### config.mk
export PLATFORM = sky130hd
export DESIGN_NAME = data_bus_if
export DESIGN_NICKNAME = d
export VERILOG_FILES = /design/src/rtl/data_bus_if.sv
export SDC_FILE = /design/constraint.sdc
export NUM_CORES = 1
export LEC_CHECK = 0
export BUFFER_PORTS_ARGS = -buffer_cell sky130_fd_sc_hd__buf_2
export CAP_MARGIN = 20
export CORE_AREA = 2 2 97 118
export CTS_CLUSTER_DIAMETER = 50
export DETAILED_ROUTE_END_ITERATION = 7
export DIE_AREA = 0 0 99 120
export PLACE_DENSITY = 0.78
export SLEW_MARGIN = 20
export SYNTH_ARGS = -nofsm -noshare
export SYNTH_HDL_FRONTEND = slang
export SYNTH_SLANG_ARGS = --single-unit
### constraint.sdc
create_clock -name clk -period 5.7 [get_ports clk]
set_input_delay 1.14 -clock clk [delete_from_list [all_inputs] [get_ports clk]]
set_output_delay 1.14 -clock clk [all_outputs]
set_load 0.005 [all_outputs]
### src/rtl/data_bus_if.sv
// rtl/data_bus_if.sv - MEM-stage to Wishbone-classic data bus master
//
// Turns a single-cycle load/store request from the MEM stage into one
// registered Wishbone transaction. The pipeline is held with stallreq until
// the slave acknowledges or the timeout fires. Load data is buffered when the
// MEM stage is frozen, and a flush aborts any transaction in flight.
//
// Ports:
//   clk, rst            clock, asynchronous active-high reset
//   stall_i[5:0]        pipeline stall vector (bit STALL_IDX freezes MEM)
//   flush_i             pipeline flush, aborts the transaction
//   cpu_ce_i/we_i       request valid / store(1) or load(0)
//   cpu_addr_i/sel_i    byte address / byte lane enables
//   cpu_data_i          store data
//   cpu_data_o          load data returned to the MEM stage
//   stallreq            pipeline stall request (combinational)
//   bus_err_o           one-cycle pulse when a transaction times out
//   wb_ack_i, wb_data_i slave acknowledge and read data
//   wb_addr_o, wb_data_o, wb_we_o, wb_sel_o, wb_stb_o, wb_cyc_o
//                       registered Wishbone master outputs

module data_bus_if #(
  parameter int STALL_IDX      = 4,
  parameter int TIMEOUT_CYCLES = 255
) (
  input  logic        clk,
  input  logic        rst,
  input  logic [5:0]  stall_i,
  input  logic        flush_i,
  input  logic        cpu_ce_i,
  input  logic        cpu_we_i,
  input  logic [31:0] cpu_addr_i,
  input  logic [3:0]  cpu_sel_i,
  input  logic [31:0] cpu_data_i,
  output logic [31:0] cpu_data_o,
  output logic        stallreq,
  output logic        bus_err_o,
  input  logic        wb_ack_i,
  input  logic [31:0] wb_data_i,
  output logic [31:0] wb_addr_o,
  output logic [31:0] wb_data_o,
  output logic        wb_we_o,
  output logic [3:0]  wb_sel_o,
  output logic        wb_stb_o,
  output logic        wb_cyc_o
);

  typedef enum logic [1:0] {
    IDLE       = 2'd0,
    BUSY       = 2'd1,
    WAIT_STALL = 2'd2
  } state_t;

  // The counter value at which the last BUSY cycle without ack is reached.
  localparam logic [7:0] CNT_LAST = 8'(TIMEOUT_CYCLES - 1);

  state_t      state;
  logic [31:0] rd_buf;
  logic [7:0]  cnt;

  logic mem_hold;
  logic timeout_hit;

  // Only one bit of the stall vector matters here; fold the rest away.
  logic stall_unused;
  assign stall_unused = ^stall_i;

  assign mem_hold    = stall_i[STALL_IDX];
  assign timeout_hit = (cnt == CNT_LAST);

  // ---------------------------------------------------------------------
  // Sequential state, Wishbone outputs, read buffer and error pulse
  // ---------------------------------------------------------------------
  always_ff @(posedge clk or posedge rst) begin
    if (rst) begin
      state     <= IDLE;
      rd_buf    <= 32'h0;
      cnt       <= 8'h0;
      bus_err_o <= 1'b0;
      wb_addr_o <= 32'h0;
      wb_data_o <= 32'h0;
      wb_we_o   <= 1'b0;
      wb_sel_o  <= 4'h0;
      wb_stb_o  <= 1'b0;
      wb_cyc_o  <= 1'b0;
    end else begin
      // bus_err_o is a pulse: it is only raised on the terminating edge.
      bus_err_o <= 1'b0;

      case (state)
        IDLE: begin
          if (flush_i) begin
            rd_buf <= 32'h0;
          end else if (cpu_ce_i) begin
            // The only edge where cpu_* inputs are sampled.
            wb_addr_o <= cpu_addr_i;
            wb_data_o <= cpu_data_i;
            wb_we_o   <= cpu_we_i;
            wb_sel_o  <= cpu_sel_i;
            wb_cyc_o  <= 1'b1;
            wb_stb_o  <= 1'b1;
            cnt       <= 8'h0;
            state     <= BUSY;
          end
        end

        BUSY: begin
          if (flush_i) begin
            // Flush beats a simultaneous ack or timeout.
            wb_cyc_o <= 1'b0;
            wb_stb_o <= 1'b0;
            wb_we_o  <= 1'b0;
            wb_sel_o <= 4'h0;
            rd_buf   <= 32'h0;
            state    <= IDLE;
          end else if (wb_ack_i) begin
            wb_cyc_o <= 1'b0;
            wb_stb_o <= 1'b0;
            wb_we_o  <= 1'b0;
            wb_sel_o <= 4'h0;
            rd_buf   <= wb_we_o ? 32'h0 : wb_data_i;
            state    <= mem_hold ? WAIT_STALL : IDLE;
          end else if (timeout_hit) begin
            wb_cyc_o  <= 1'b0;
            wb_stb_o  <= 1'b0;
            wb_we_o   <= 1'b0;
            wb_sel_o  <= 4'h0;
            rd_buf    <= 32'h0;
            bus_err_o <= 1'b1;
            state     <= mem_hold ? WAIT_STALL : IDLE;
          end else begin
            cnt <= cnt + 8'h1;
          end
        end

        WAIT_STALL: begin
          // Requests are ignored here; the MEM stage is still frozen on the
          // completed access and must see rd_buf until it advances.
          if (flush_i) begin
            rd_buf <= 32'h0;
            state  <= IDLE;
          end else if (!mem_hold) begin
            state <= IDLE;
          end
        end

        default: begin
          state <= IDLE;
        end
      endcase
    end
  end

  // ---------------------------------------------------------------------
  // Combinational pipeline interface
  // ---------------------------------------------------------------------
  always_comb begin
    stallreq   = 1'b0;
    cpu_data_o = 32'h0;
    if (!rst) begin
      case (state)
        IDLE: begin
          stallreq = cpu_ce_i & ~flush_i;
        end
        BUSY: begin
          if (flush_i) begin
            stallreq = 1'b0;
          end else if (wb_ack_i) begin
            // Forward read data in the ack cycle so a zero-wait slave
            // costs only the request cycle of stall.
            cpu_data_o = wb_we_o ? 32'h0 : wb_data_i;
          end else if (!timeout_hit) begin
            stallreq = 1'b1;
          end
        end
        WAIT_STALL: begin
          cpu_data_o = rd_buf;
        end
        default: begin
          stallreq   = 1'b0;
          cpu_data_o = 32'h0;
        end
      endcase
    end
  end

endmodule

; Word level (Yosys, flattened, before mapping)
; Cells that the tools add are included.
[totals]
regBits = 113
[classes]
n_mux = 49
n_bitwise = 2
reduce_logical = 9
n_eq_ne = 11
addsub = 1
[op_table]
columns = op, n
row1 = $mux 32, 8
row2 = $pmux 32 s2, 2
row3 = $mux 8, 5
row4 = $mux 4, 5
row5 = $mux 2, 8
row6 = $pmux 8 s2, 1
row7 = $mux 1, 15
row8 = $ne 2x2->1 const B, 5
row9 = $add 8x1->8 const B, 1
row10 = $eq 8x8->1 const B, 1
row11 = $pmux 4 s2, 1
row12 = $reduce_and 4->1, 2
row13 = $pmux 1 s2, 3
row14 = $pmux 2 s3, 1
row15 = $reduce_and 3->1, 2
row16 = $reduce_and 6->1, 1
row17 = $ne 4x4->1 const B, 1
row18 = $reduce_bool 2->1, 2
row19 = $ne 3x3->1 const B, 1
row20 = $eq 2x1->1 const B, 1
row21 = $eq 2x2->1 const B, 1
row22 = $logic_not 2->1, 1
row23 = $ne 2x1->1 const B, 1
row24 = $reduce_or 2->1, 1
row25 = 2 further kinds, 2

; Longest topological paths before layout
[depth]
depth_word = 6
ltp_mapped = 9

; Worst setup path after synthesis
; OpenSTA, ideal clock, no wires.
[synth_timing]
path_type = input -> output
start = input port rst
end = output port cpu_data_o[10]
setup_slack_ps = 208
arrival_time_ps = 4352
path_buffers = 1
path_stages = 4
required_ps = 4560
path_cell_list = inv_1 -> nand2_1 -> clkbuf_1 -> nor2_1
[synth_between]
elab_chain_cells = 1
[synth_lines]
columns = element, line_no
row1 = "start, declared", 27  ; input logic rst,
row2 = $mux 32, 160  ; if (!rst) begin
row3 = "end, declared", 35  ; output logic [31:0] cpu_data_o,
; No other way between the ends.

; Worst setup path after layout
[layout_timing]
start = register state[1]
end = output port cpu_data_o[10]
[layout_between]
elab_chain_cells = 3
[layout_lines]
columns = element, line_no
row1 = "start, declared", 57  ; state_t state;
row2 = "start signal, assigned", 122  ; state <= mem_hold ? WAIT_STALL : IDLE;
row3 = "start signal, assigned", 130  ; state <= mem_hold ? WAIT_STALL : IDLE;
row4 = $eq 2x2->1 / $eq 2x1->1 (equally long branches), 161  ; case (state)
row5 = $pmux 32 s2 *, 161
row6 = $mux 32 *, 160
; Every way passes the cells marked *; elsewhere a longest branch is shown, timed or not.

==> impl_results.md <==
* Finished Layout Cells at 740
* Antenna violations before repair at 0
* Net Count, Synth at 506
* Overflow after GRT at 0
* Peak VDD IR at around 0.25 mV
* Cells after synthesis at about 390
* Vias per cell at around 5.4
* Ys flop type: dfrtp_1
* I/O Pins at between 200 and 250
* CP max FO at 24
* Post-layout power at 0.003407 W
* Worst hold path class: reg -> reg
* # Max-Cap Violations at 0
* Synth top cells by count: dfrtp_1, mux2_2, nor2_1
* Critical path arrival at ~3.1 ns
* R2R cell count at 6
* Wirelength per Cell at ~17 um
* Clk_lat worst skew at approximately 0.4 ns
* Place WS at ~1.6 ns
* Synth Area per Inst at approximately 13 um^2
* CTS Hold Bufs at 0
* Hold Vio Cnt, Final at 0
* CTS root buf: clkbuf_16
* Fin worst setup slack at ~1.4 ns
* HPWL after DPL at approximately 8600 um
* Drt first-iter violations at 196
* Core Box Area at 10,770 um^2
* TritonCTS Buffers at 17
* Final setup vio count at 0
* Initial Utilization at 45.95%
* Vias in the first global route at about 4,000
* Placed insts at just over 700
* Port bufs at about 210
* Die width at 99 um
* Critical Path End Type: primary output
* DRC Markers at 0
* Worst r2r src: state[1]
* Status: complete, no violations
* First-pass GRT wire length at 19,660 um
* Area after DPL at between 6000 and 7000 um^2
* Clock Tree Buf Depth at 2
* Cell area after layout at ~6700 um^2
* Post-synth ARST share at 100.0%
* Post-synthesis sequential area ratio at around 57%
* Row Count at between 40 and 50
* Synth area leaders: dfrtp_1, mux2_2, a22o_1
* # nets final at 713
* Most frequent cell after synthesis: dfrtp_1
* Sink Count at roughly 110
* Gr usage total at approximately a fifth
* RePlAce Congestion at 0.8161
* RR Endpoint: rd_buf[7]
* H-tree levels at 4
* Vias at around 4,000
* Synth cell types at 40
* P&R area growth vs syn at 35.72%
* Worst path required time at around 4.6 ns
* Die Y at around 120 um
* Crit path kind: reg -> out
* Post-synth top area share at 57.13%
* Ys Warns at 0
* Diode count at 0
* Max transition margin at 36.02%
* Largest net degree at the start of global routing at 72
* Post-layout min period at between 4 and 5 ns
* Post-synth EDFFs at 0
* Total Routed Length at ~12,000 um
* Crit path launch: state[1]
* CTS-repair resized insts at 0
* Fin. max-slew vios at 0
* Post-Route Skew at about 0.0096 ns
* Fmax at 234.6 MHz
* TritonRoute pass-1 iters at 5
* Critical Path Sink: cpu_data_o[10]
* Slew @ Worst Pin at around 0.96 ns
* Fill cell count at roughly 860
* LEAKAGE at ~3.4 nW
* Pwr Density at between 500 and 600 nW/um^2
* Layout cells sized above 1 at 50.66%
* Mapped cell area at between 4000 and 5000 um^2
* Number of synthesized register bits at 113
* RSZ-0062 raised after global routing: no
* Final antenna-violating net count at 0
* Post-CTS setup buffer count at 0
* CP Launch Type: flip-flop
* Total negative slack at 0 ns
* Fin crit share at 74.78%
* DIE AREA at about 12,000 um^2
* CTS tree: built
* Clk slew on worst S/H paths at 0.05 ns
* R2R Setup Slk at around 2.6 ns
* Post-synth top area cell: dfrtp_1
power by group:
group	internal [W]	switching [W]
logic	0.000517	0.000461
clock network	0.000797	0.000348
registers	0.00111	0.000168
how the worst min path moves through the flow:
stage          cells after the start             to  slack (ns)           from
2_1_floorplan                      1      rd_buf[0]        0.47      rd_buf[0]
3_3_place_gp                       1  wb_data_o[23]        0.47  wb_data_o[23]
3_5_place_dp                       1  wb_data_o[23]        0.48  wb_data_o[23]
4_1_cts                            1  wb_data_o[23]        0.49  wb_data_o[23]
5_1_grt                            1  wb_data_o[23]        0.51  wb_data_o[23]
6_report                           1  wb_data_o[23]        0.48  wb_data_o[23]
routing by layer:
metal,wire length (um),global-route usage (%),share of wire (%),vias to the layer above
met4,124,7.106,1.0,0
li1,-,-,-,1845
met2,6804,37.04,55,131
met5,0,0,0,-
met1,4728,24.22,38,2014
met3,667,5.708,5.4,13
final cells by class:
type,count,area [um^2],area share (%)
repair buffers,217,1101,16.39
multi-input cells,239,1949,29.02
clock buffers,22,464.2,6.910
clock inverters,10,181.4,2.701
well taps,132,165.2,2.459
flip-flops and latches,113,2828,42.09
inverters,7,28.78,0.4284
cells by family (layout without fill, tap and decap cells):
kind of cell    Yosys count  in the layout  share of synthesized area, %
compound gates           96             96                         15.17
xor+xnor                  1              1                        0.1770
fa+ha+maj                 6              6                         1.517
buf+inv                  36            256                         3.842
flops                   113            113                         57.13
mux                      71             71                         16.00
simple gates             65             65                         6.168
registers in the layout, indices dropped and copies added (netlist names):
signal / count
rd_buf: 32
wb_addr_o: 32
wb_data_o: 32
cnt: 8
wb_sel_o: 4
state: 2
bus_err_o: 1
wb_cyc_o: 1
wb_we_o: 1
placed cells by master, fill, tap and decap left out, types with 3 or more instances in the layout:
master,n
bufinv_16,5
o2bb2ai_1,7
or3_1,4
buf_4,6
inv_1,6
nand2b_1,5
nor2_1,34
clkbuf_16,17
buf_2,211
a21o_1,3
dfrtp_1,113
mux2_2,56
mux2_1,9
clkinv_2,3
nand4_1,3
clkbuf_1,3
a22oi_1,32
a22o_1,33
a21oi_1,5
mux2i_1,6
nand3_1,3
nand2_1,5
o21ai_0,6
ha_1,6
stage by stage:
stage          hold WS (ns)  utilization (%)
2_1_floorplan        0.4662                -
3_3_place_gp         0.4704            56.33
3_5_place_dp         0.4763            56.33
4_1_cts              0.4888            62.32
5_1_grt              0.5052            62.36
6_report             0.4844            62.36
worst max-delay path, cell delays in order (launching register included):
cell	delay, ns
dfrtp_1	0.40
inv_1	0.12
ha_1	0.45
nor2b_1	0.27
and3b_1	0.83
buf_4	0.31
a22oi_1	0.09
nor2_1	0.11
buf_2	0.13
Power figures use the tool's default switching activity.
